### src/rtl/add6_pkg.sv
// Shared constants and state encoding for the 6-bit shift-add multiply sequencer.
package add6_pkg;
  localparam int W     = 6;
  localparam int CNT_W = $clog2(W + 1);

  typedef enum logic [1:0] {
    IDLE = 2'd0,
    RUN  = 2'd1,
    DONE = 2'd2
  } state_e;
endpackage

### src/rtl/add6_mul_seq.sv
// Shift-add multiplier that borrows an external W-bit ripple adder, one add per cycle.
// The multiplier register doubles as the low product half as it shifts out.
module add6_mul_seq
  import add6_pkg::*;
(
  input  logic           clk,
  input  logic           rst,
  input  logic           start,
  input  logic [W-1:0]   a,
  input  logic [W-1:0]   b,
  output logic           busy,
  output logic           done,
  output logic [2*W-1:0] product,
  output logic [W-1:0]   add_a,
  output logic [W-1:0]   add_b,
  output logic           add_cin,
  input  logic [W-1:0]   add_sum,
  input  logic           add_cout
);

  localparam logic [CNT_W-1:0] CNT_LAST = CNT_W'(W - 1);

  state_e           state_q, state_d;
  logic [W-1:0]     mcand_q, mcand_d;
  logic [W-1:0]     mplr_q,  mplr_d;
  logic [W-1:0]     acc_q,   acc_d;
  logic [CNT_W-1:0] cnt_q,   cnt_d;
  logic [2*W-1:0]   product_q, product_d;
  logic [2*W-1:0]   shifted;

  // Carry-out lands in the top bit, so the accumulator never overflows.
  assign shifted = {add_cout, add_sum, mplr_q[W-1:1]};

  always_comb begin
    state_d   = state_q;
    mcand_d   = mcand_q;
    mplr_d    = mplr_q;
    acc_d     = acc_q;
    cnt_d     = cnt_q;
    product_d = product_q;
    add_a     = '0;
    add_b     = '0;
    case (state_q)
      IDLE: begin
        if (start) begin
          mcand_d = a;
          mplr_d  = b;
          acc_d   = '0;
          cnt_d   = '0;
          state_d = RUN;
        end
      end
      RUN: begin
        add_a           = acc_q;
        add_b           = mplr_q[0] ? mcand_q : '0;
        {acc_d, mplr_d} = shifted;
        cnt_d           = cnt_q + CNT_W'(1);
        if (cnt_q == CNT_LAST) begin
          product_d = shifted;
          state_d   = DONE;
        end
      end
      DONE:    state_d = IDLE;
      default: state_d = IDLE;
    endcase
  end

  always_ff @(posedge clk) begin
    if (rst) begin
      state_q   <= IDLE;
      mcand_q   <= '0;
      mplr_q    <= '0;
      acc_q     <= '0;
      cnt_q     <= '0;
      product_q <= '0;
    end else begin
      state_q   <= state_d;
      mcand_q   <= mcand_d;
      mplr_q    <= mplr_d;
      acc_q     <= acc_d;
      cnt_q     <= cnt_d;
      product_q <= product_d;
    end
  end

  assign busy    = (state_q == RUN) || (state_q == DONE);
  assign done    = (state_q == DONE);
  assign product = product_q;
  assign add_cin = 1'b0;

endmodule

### config.mk
export PLATFORM = sky130hd
export DESIGN_NAME = add6_mul_seq
export DESIGN_NICKNAME = d
export VERILOG_FILES = /design/src/rtl/add6_pkg.sv /design/src/rtl/add6_mul_seq.sv
export SDC_FILE = /design/constraint.sdc
export NUM_CORES = 1
export LEC_CHECK = 0
export CORE_MARGIN = 2
export CORE_UTILIZATION = 41
export DETAILED_ROUTE_END_ITERATION = 12
export PLACE_DENSITY_LB_ADDON = 0.15
export SLEW_MARGIN = 20
export SYNTH_ARGS = -nofsm -noshare
export SYNTH_HDL_FRONTEND = slang
export SYNTH_SLANG_ARGS = --single-unit
export TNS_END_PERCENT = 10
### constraint.sdc
create_clock -name clk -period 1.4 [get_ports clk]
set_input_delay 0.28 -clock clk [delete_from_list [all_inputs] [get_ports clk]]
set_output_delay 0.28 -clock clk [all_outputs]
set_load 0.1 [all_outputs]
==> flow_summary.yaml <==
yosys:
  synth_cells: 177
  synth_cell_types: 29
  syn_nets: 204
  seq_area_frac_synth: 0.4459
  ys_ff_latch: 35
  ys_warn_count: 0
  syn-cell-area_um2: 1572
  avgSynthCellArea_um2: 8.879
clock_network:
  root_buffer: "clkbuf_8"
  clk_pin_slew_worst_paths_ns: 0.07
  clkLatencyLatePin_ns: 0.29
  cts.sinks: 35
  cts_buffers: 5
  cts_buffer_depth: 2
  cts_tree: "done"
  htree_levels: 2
critical_path:
  crit_path_start: "state_q[1]"
  worstPathMaxFanout: 7
  regToRegStartpoint: "state_q[1]"
  cp-endpoint: "add_b[3]"
  endpoint_kind: "output port"
  required_ns: 1.12
  critPathLaunchType: "register"
  r2r_cells: 7
  critPathKind: "register to output port"
  rrSetupSlack_ns: -0.11
  worst_r2r_endpoint: "cnt_q[2]"
  arrival_ns: 1.32
routing:
  ant_nets: 0
  firstDrtPassIters: 4
  drt-initial-drc-count: 72
  wirelength_um: 4343
  routed-via-count: 1522
  post-route-drc-count: 0
  avgRoutedWirePerCell_um: 15.29
  vias_per_cell: 5.359
placed_design:
  placed_cells: 271
  io_buffers: 47
  gp_congestion: 0.8134
  hpwl_um: 3070
  placed_cell_area_um2: 2439
timing:
  hold_violations: 0
  fmax_mhz: 623.4
  period_needed_ns: 1.604
  timing.hold.ws_ns: 0.4616
  period_share: 1.146
  finalSetupViolCount: 25
  skew_ns: 0.005027
  slew_violations: 0
  setup_slack_ns: -0.2041
  rsz0062_at_grt: "yes"
cells_and_area:
  final_cell_mix: "33 x nand2_1, 33 x dfxtp_1, 29 x buf_12, 21 x clkdlybuf4s50_1, 18 x a21oi_1"
  final_cells: 284
  fillers: 256
  finalInstanceArea_um2: 2713
  post-route-util: 0.7409
  nets: 262
  drive_above_1_share: 0.3941
  area_delta_synth_final_pct: 72.61
  insertedDiodeCount: 0
power_and_ir_drop:
  power_w: 0.002563
  cellLeakagePower_nw: 1.021
  irDropWorstVdd_uv: 680.9
  pwr_density_cell_nw_per_um2: 944.9
die:
  core_um2: 3661
  ioPinCount: 49
  dieArea_um2: 4344
  die_w_um: 65.91
  die_y_um: 65.91
  start_util: 0.4293
  core.rowCount: 22
grt:
  antenna_found_initial: 0
  grt_max_degree: 36
  grt_pass1_vias: 1553
  grt-ovfl-total: 0
  grt_pass1_wl_um: 7051
  grt_use_total: 0.2171
status:
  violations: "negative setup slack"
  status: "finished, violations left"
flow_run:
  cap_violations: 0
hold_path:
  hold_class: "register to register"
-- repair_timing --
item / CTS / global route
endpoints found under the hold margin: 0 / 0
gates cloned: 0 / 0
setup endpoints to repair: 45 / 47
buffers inserted: 5 / 0
hold buffers: 0 / 0
resized for setup: 24 / 9
pin swaps: 6 / 0
-- worst min path at each step --
stage,startpoint,end,slack [ns],cells past startpoint
final,mcand_q[3],mcand_q[3],0.46,2
after global routing,mcand_q[3],mcand_q[3],0.49,2
after CTS,mcand_q[3],mcand_q[3],0.46,2
after detailed placement,mcand_q[3],mcand_q[3],0.45,2
after global placement,mcand_q[1],mcand_q[1],0.44,2
after floorplan,add_sum[5],product[10],0.42,2
-- worst max-delay path, cell delays in order (launching register included) --
cell and delay, ns:
dfxtp_2 0.36, inv_4 0.05, ha_4 0.16, buf_12 0.13
and3_4 0.18, buf_12 0.16
-- layer usage --
layer | GRT usage | share of wire
met2 | 0.3826 | 0.50
met3 | 0.06814 | 0.070
met4 | 0.08594 | 0.029
met5 | 0 | 0
met1 | 0.2407 | 0.40
-- report_power, final --
group / internal (W) / switching, W / total (W)
Sequential: 0.00104 / 0.0000441 / 0.00109
Combinational: 0.000250 / 0.000276 / 0.000526
Clock: 0.000576 / 0.000376 / 0.000952
Total: 0.00187 / 0.000696 / 0.00256
-- through the flow --
| step | setup slack (ns) | setup TNS, ns |
|---|---|---|
| final | -0.2041 | -3.181 |
| after global routing | -0.2449 | -5.588 |
| after CTS | -0.2070 | -3.116 |
| after detailed placement | -0.1635 | -2.429 |
| after global placement | -0.07639 | -0.7639 |
| after floorplan | -0.1406 | -1.370 |
-- flip-flops by register name, indices dropped and copies added, names as in the netlist --
name     count
acc_q        6
cnt_q        3
mcand_q      6
mplr_q       6
product     12
state_q      2
-- logic make-up after synthesis --
logic type / Yosys count / synth area share
AND/OR/NAND/NOR: 70 / 0.2022
AO/OA/AOI/OAI: 39 / 0.1760
flip-flops: 35 / 0.4459
buffers and inverters: 19 / 0.07165
multiplexers: 8 / 0.06210
adder cells (fa/ha/maj): 5 / 0.03981
other: 1 / 0.002386
-- cell type report --
type	count	area (um2)	share of cell area
clock buffers	6	82.58	0.03044
clock inverters	2	35.03	0.01292
inverters	5	23.77	0.008764
multi-input cells	123	879.6	0.3243
flip-flops and latches	35	705.7	0.2601
well taps	48	60.06	0.02214
repair buffers	65	925.9	0.3413
-- synthesized netlist by cell type --
| library cell | n | area share |
|---|---|---|
| a211oi_1 | 1 | 0.0048 |
| a211oi_2 | 6 | 0.048 |
| a21bo_2 | 1 | 0.0064 |
| a21o_1 | 1 | 0.0048 |
| a21oi_1 | 22 | 0.070 |
| a32oi_1 | 7 | 0.039 |
| and2_1 | 6 | 0.024 |
| and3_1 | 7 | 0.028 |
| buf_1 | 1 | 0.0024 |
| buf_2 | 2 | 0.0064 |
| buf_4 | 4 | 0.019 |
| buf_6 | 3 | 0.021 |
| clkbuf_1 | 3 | 0.0072 |
| clkbuf_2 | 1 | 0.0032 |
| conb_1 | 1 | 0.0024 |
| dfxtp_1 | 35 | 0.45 |
| ha_1 | 5 | 0.040 |
| inv_1 | 5 | 0.012 |
| mux2_4 | 1 | 0.0096 |
| mux2i_1 | 6 | 0.038 |
| mux2i_4 | 1 | 0.014 |
| nand2_1 | 33 | 0.079 |
| nand2b_1 | 1 | 0.0040 |
| nand3_1 | 7 | 0.022 |
| nand3b_1 | 1 | 0.0048 |
| nand4b_1 | 1 | 0.0056 |
| nor2_1 | 13 | 0.031 |
| nor2b_1 | 1 | 0.0040 |
| o21ai_1 | 1 | 0.0032 |
Power figures use the tool's default switching activity.
